File: src/rtl/cpu_clk_sequencer.sv
// Clock-enable sequencer for a multi-cycle CPU: single step, fixed-length burst, prescaled free run.
// Latency: a button edge or run request seen in IDLE changes state on the next clock edge; cpu_en is decoded from that registered state.
// Backpressure: none. Button edges that arrive outside IDLE are dropped, and halt forces IDLE on the next cycle.
module cpu_clk_sequencer #(
  parameter int DIV_RUN = 50000000,
  parameter int BURST_N = 8,
  parameter int CNT_W   = 16
) (
  input  logic             clk,
  input  logic             rst,
  input  logic             run_mode,
  input  logic             step_btn,
  input  logic             burst_btn,
  input  logic             halt,
  output logic             cpu_en,
  output logic             busy,
  output logic [1:0]       state,
  output logic [CNT_W-1:0] cycle_cnt
);

  localparam int PW = $clog2(DIV_RUN);
  localparam logic [PW-1:0] PRESC_LAST = PW'(DIV_RUN - 1);
  localparam logic [7:0]    BURST_LEN  = 8'(BURST_N);

  typedef enum logic [1:0] {
    S_IDLE  = 2'd0,
    S_STEP  = 2'd1,
    S_BURST = 2'd2,
    S_RUN   = 2'd3
  } state_t;

  state_t           state_q, state_d;
  logic [PW-1:0]    presc_q, presc_d;
  logic [7:0]       remain_q, remain_d;
  logic [CNT_W-1:0] cnt_q, cnt_d;
  logic             step_q, step_d;
  logic             burst_q, burst_d;
  logic             step_edge, burst_edge;
  logic             pulse;

  // Button edges, always measured against last cycle's level.
  always_comb begin
    step_d     = step_btn;
    burst_d    = burst_btn;
    step_edge  = step_btn & ~step_q;
    burst_edge = burst_btn & ~burst_q;
  end

  // cpu_en is decoded purely from registered state, so no input can reach it combinationally.
  always_comb begin
    pulse = 1'b0;
    case (state_q)
      S_STEP:  pulse = 1'b1;
      S_BURST: pulse = 1'b1;
      S_RUN:   pulse = (presc_q == PRESC_LAST);
      default: pulse = 1'b0;
    endcase
  end

  // Next-state logic: halt wins everywhere, and a burst always runs to completion.
  always_comb begin
    state_d  = state_q;
    presc_d  = presc_q;
    remain_d = remain_q;
    if (halt) begin
      state_d  = S_IDLE;
      presc_d  = '0;
      remain_d = '0;
    end else begin
      case (state_q)
        S_IDLE: begin
          presc_d = '0;
          if (run_mode) begin
            state_d = S_RUN;
          end else if (burst_edge) begin
            state_d  = S_BURST;
            remain_d = BURST_LEN;
          end else if (step_edge) begin
            state_d = S_STEP;
          end
        end
        S_STEP: begin
          state_d = S_IDLE;
        end
        S_BURST: begin
          remain_d = remain_q - 8'd1;
          if (remain_q <= 8'd1) begin
            state_d  = S_IDLE;
            remain_d = '0;
          end
        end
        S_RUN: begin
          if (!run_mode) begin
            state_d = S_IDLE;
            presc_d = '0;
          end else if (presc_q == PRESC_LAST) begin
            presc_d = '0;
          end else begin
            presc_d = presc_q + PW'(1);
          end
        end
        default: begin
          state_d = S_IDLE;
        end
      endcase
    end
  end

  // Pulse counter for the display; wraps naturally at 2^CNT_W and is not touched by halt.
  always_comb begin
    cnt_d = cnt_q;
    if (pulse) begin
      cnt_d = cnt_q + CNT_W'(1);
    end
  end

  // State registers; the button copies keep tracking during reset so a held button gives no edge.
  always_ff @(posedge clk) begin
    step_q  <= step_d;
    burst_q <= burst_d;
    if (rst) begin
      state_q  <= S_IDLE;
      presc_q  <= '0;
      remain_q <= '0;
      cnt_q    <= '0;
    end else begin
      state_q  <= state_d;
      presc_q  <= presc_d;
      remain_q <= remain_d;
      cnt_q    <= cnt_d;
    end
  end

  // Output decode from registered state.
  always_comb begin
    cpu_en    = pulse;
    busy      = (state_q != S_IDLE);
    state     = state_q;
    cycle_cnt = cnt_q;
  end

endmodule
File: config.mk
export PLATFORM = sky130hd
export DESIGN_NAME = cpu_clk_sequencer
export DESIGN_NICKNAME = d
export VERILOG_FILES = /design/src/rtl/cpu_clk_sequencer.sv
export SDC_FILE = /design/constraint.sdc
export NUM_CORES = 1
export LEC_CHECK = 0
export ABC_AREA = 0
export CAP_MARGIN = 30
export CORE_ASPECT_RATIO = 1.25
export CORE_MARGIN = 2
export CORE_UTILIZATION = 35
export DETAILED_ROUTE_END_ITERATION = 10
export HOLD_SLACK_MARGIN = 0.05
export PLACE_DENSITY = 0.55
export REMOVE_ABC_BUFFERS = 1
export SYNTH_ARGS = -nofsm -noshare
export SYNTH_HDL_FRONTEND = slang
export SYNTH_SLANG_ARGS = --single-unit
File: constraint.sdc
create_clock -name clk -period 6.4 [get_ports clk]
set_clock_uncertainty 0.1 [all_clocks]
set_input_delay 0.64 -clock clk [delete_from_list [all_inputs] [get_ports clk]]
set_output_delay 0.64 -clock clk [all_outputs]
set_load 0.01 [all_outputs]
* After elaboration in Yosys (flattened, before gate mapping)
Index checks and enable logic that the tools add are counted.
** Operators by class
- $add $sub $neg :: 3
- Magnitude comparators :: 1
- Eq/ne operators :: 9
- Muxes and demuxes :: 14
- Bitwise gates (word level) :: 4
- Reduce and logical (&&, ||, !) cells :: 8
** Operators with widths (count)
- $mux W26 :: 2
- $pmux W26 S2 :: 1
- $add A26 B1 Y26 const B :: 1
- $eq A26 B26 Y1 const B :: 1
- $mux W8 :: 3
- $add A16 B1 Y16 const B :: 1
- $pmux W8 S2 :: 1
- $mux W2 :: 5
- $le A8 B1 Y1 const B :: 1
- $ne A2 B2 Y1 const B :: 4
- $pmux W2 S4 :: 1
- $sub A8 B1 Y8 const B :: 1
- $reduce_and A3 Y1 :: 2
- $reduce_bool A2 Y1 :: 3
- $eq A2 B2 Y1 const B :: 2
- $ne A4 B4 Y1 const B :: 1
- $reduce_or A2 Y1 :: 2
- $and A1 B1 Y1 :: 2
- $eq A2 B1 Y1 const B :: 1
- $logic_not A2 Y1 :: 1
- $not A1 Y1 :: 2
- $pmux W1 S2 :: 1
** Word-level totals
- Flip-flop bits (word level) :: 54
- Input port bits :: 6
- Output and inout port bits :: 20
- Logic and storage cells :: 45

* Logic depth before layout (Yosys ltp)
- Word-level depth :: 6
- Gate-level depth with buffers :: 9
- Gate-level depth less buffers :: 7

* Worst setup path before layout
OpenSTA, ideal clock, no wires.
- Kind :: register to output
- Start :: register state_q[0] (netlist: state[0])
- End :: output port cpu_en
- Data arrival time :: 1.797 ns
- Data required time :: 5.660 ns
- Setup slack :: 3.863 ns
- Cell stages (with the launch flop) :: 8
- Buffers on the path :: 3
- Cells stage by stage :: dfxtp_1 inv_1 ha_1 clkbuf_1 a32oi_1 buf_2 clkbuf_1 inv_1
** Between the ends
- Word-level cells in the longest chain between the ends :: 3
- Elaborated cells on any way between the ends :: 5
- Those cells by class :: eq/ne (3); mux (1); reduce/logical (1)
** RTL lines
- start, declared :: RTL line 32 : state_t state_q, state_d;
- start signal, assigned :: RTL line 127 : state_q <= state_d;
- $eq A2 B2 Y1 or $eq A2 B1 Y1 (tied branches) :: RTL line 52 : case (state_q)
- $reduce_or A2 Y1 (no line)
- $pmux W1 S2 (*) :: RTL line 52
- end, declared :: RTL line 15 : output logic cpu_en,
Mark *: on every way between the ends. The rest lies on a longest branch, timed or not.

* Final worst setup path
- Start :: register presc_q[0]
- End :: output port cpu_en
** Between the ends
- Word-level cells in the longest chain between the ends :: 2
** RTL lines
- start, declared :: RTL line 33 : logic [PW-1:0] presc_q, presc_d;
- start signal, assigned :: RTL line 128 : presc_q <= presc_d;
- $eq A26 B26 Y1 :: RTL line 55 : S_RUN: pulse = (presc_q == PRESC_LAST);
- $pmux W1 S2 :: RTL line 52
No other way between the ends.

==> reports/qor.csv <==
stage;metric;value;unit
run_status;status;completed;
sta;fmax;328.3;MHz
layout;fin_nets;347;
synthesis;synth-compound-area-share;0.09756;
clock_network;cts_tree;built;
worst_setup_path;crit_arrival;2.31;ns
sta;worst_pin_slew;0.7348;ns
routing;vias_per_cell;5.125;
power_and_ir_drop;p_total;0.5738;mW
die;coreArea;7313;µm²
placement;gp_congestion;0.7528;
synthesis;synth_top_family_by_area;simple AND/OR/NAND/NOR gates;
worst_setup_path;cp-end-kind;primary output;
synthesis;ys_seq_area_frac;0.4132;
synthesis;synth_edf_count;0;
synthesis;synth_top_area_cell;dfxtp_1;
clock_network;cts_buffers;5;
die;initial_core_util;0.3577;
synthesis;synth_adder_area_share;0.03826;
synthesis;synthDistinctLibCells;41;
die;die_area;8187;µm²
synthesis;synth_top_area_share;0.4132;
routing;num_vias;2178;
synthesis;syn-cell-area;2616;µm²
global_route;grt_use_total;0.1465;
die;io_pins;26;
clock_network;post_cts_buffers;0;
power_and_ir_drop;ir_worst_vdd;0.00007320;V
synthesis;synth_top_flop_cell;dfxtp_1;
sta;holdWs;0.3895;ns
die;rows;35;
sta;setup_tns;0;ns
hold_path;hold_path.class;flop to flop;
placement;dp_hpwl;3953;µm
power_and_ir_drop;p_leak;0.9801;nW
clock_network;path_clk_slew;0.09;ns
worst_setup_path;cp.required;5.66;ns
synthesis;synth-xor-area-share;0.1038;
clock_network;cts_max_level;2;
routing;wl;5484;µm
sta;fin_crit;3.046;ns
synthesis;syn_area_per_cell;8.440;µm²
placement;port_buffers;25;
synthesis;synth_cells;310;
routing;drt-initial-drc-count;60;
global_route;grt_max_degree;32;
die;die_y;100.7;µm
synthesis;ys_warn_count;0;
synthesis;ys_top_cells_by_area;dfxtp_1 (41%), nor2_1 (6.6%), xnor2_1 (5.4%);
global_route;grt_overflow_total;0;
global_route;grt_pass1_vias;2178;
synthesis;synthMuxAreaShare;0.02343;
clock_network;root_buffer;clkbuf_8;
run;drv_cap;0;
synthesis;yosys.area_share.simple;0.2831;
clock_network;postCtsResizedCells;0;
sta;hold_violations;0;
worst_setup_path;critPathKind;flop to primary output;
sta;finalSetupViolations;0;
clock_network;clock_latency;0.30;ns
clock_network;clock_sinks;54;
die;die_x;81.33;µm
routing;wl_per_cell;12.90;µm
global_route;grt_pass1_wl;9680;µm
layout;final_core_util;0.4154;
worst_setup_path;cp-start-kind;flop;
worst_setup_path;cp_max_fo;31;
sta;slew_headroom;0.5064;
synthesis;async_reset_ff_frac;0;
sta;final_max_slew_viol_count;0;
routing;first_pass_iters;6;
sta;timing.final.crit_share;0.4760;
routing;ant_nets;0;
routing;post-route-drc-count;0;
power_and_ir_drop;power_density;188.9;nW/µm²
sta;rsz0062_at_grt;false;
synthesis;ys_top_cells_by_count;dfxtp_1 (54), nor2_1 (46), nand3_1 (18);
synthesis;yosys_register_bits;54;
clock_network;cts_hold_buf;0;
layout;n_antenna_cell;0;
global_route;antenna_found_initial;0;
layout;syn2layout_area_growth;16.12;%
clock_network;clockBufferDepth;2;
synthesis;synth_most_common_cell;dfxtp_1;
layout;drive_gt1_frac;0.03904;
cell type report:
type                            count  area [µm²]
Inverter                           17       63.81
Fill cell                         737        4275
Sequential cell                    54        1081
Clock buffer                        7       76.32
Tap cell                           92       115.1
Multi-Input combinational cell    228        1436
Timing Repair Buffer               27       265.3
registers in the layout, indices dropped and copies added (netlist names):
signal / flops
cycle_cnt: 16
burst_q: 1
presc_q: 26
state: 2
remain_q: 8
step_q: 1
placed cells by master (no fill, tap or decap), types with 7 or more instances in the layout:
master            n
dfxtp_1          54
nor2_1           46
clkdlybuf4s50_1  25
nand3_1          18
inv_1            17
xnor2_1          16
a21oi_1          16
xor2_1           15
nand2_1          14
or4_1            12
nand4_1          10
o21ai_0          10
nor3_1            9
o31ai_1           9
ha_1              8
or3_1             7
layer usage:
metal,track usage,up-vias,share of wire
met5,0,-,0
met4,0.04172,0,0.011
met3,0.03047,7,0.028
met2,0.2604,20,0.50
met1,0.1750,1021,0.46
li1,-,1130,-
through the flow:
stage | instances | setup WS (ns) | area [µm²]
6_report | 425 | 3.354 | 3038
5_1_grt | 425 | 3.160 | 3038
4_1_cts | 425 | 3.317 | 3038
3_5_place_dp | 418 | 3.659 | 2962
3_3_place_gp | 418 | 3.701 | 2962
2_1_floorplan | 299 | 3.481 | 2574
logic make-up (layout without fill, tap and decap cells):
kind of cell | count (synthesis) | in the layout
fa+ha+maj | 8 | 8
compound gates | 42 | 42
buf+inv | 28 | 51
simple gates | 141 | 141
flops | 54 | 54
xor+xnor | 31 | 31
mux | 6 | 6
path summary, 6_finish.rpt:
kind | startpoint | end | slack [ns] | cells after the start
setup / recovery | presc_q[0] | cpu_en | 3.35 | 7
hold / removal | cycle_cnt[15] | cycle_cnt[15] | 0.39 | 2
setup reg to reg | state[0] | presc_q[21] | 3.73 | 7
hold reg to reg | cycle_cnt[15] | cycle_cnt[15] | 0.39 | 2
critical path: stages (launching register included):
cell and delay, ns:
dfxtp_1 0.37, ha_1 0.21, nand2_1 0.08, nor4_2 0.36, a32oi_2 0.14, buf_4 0.24
inv_1 0.07, clkdlybuf4s50_1 0.52
report_power, final:
group | total [mW] | switching, mW | internal (mW)
clock | 0.180 | 0.104 | 0.0757
combinational | 0.0508 | 0.0282 | 0.0226
sequential | 0.343 | 0.00379 | 0.340
Power figures use the tool's default switching activity.
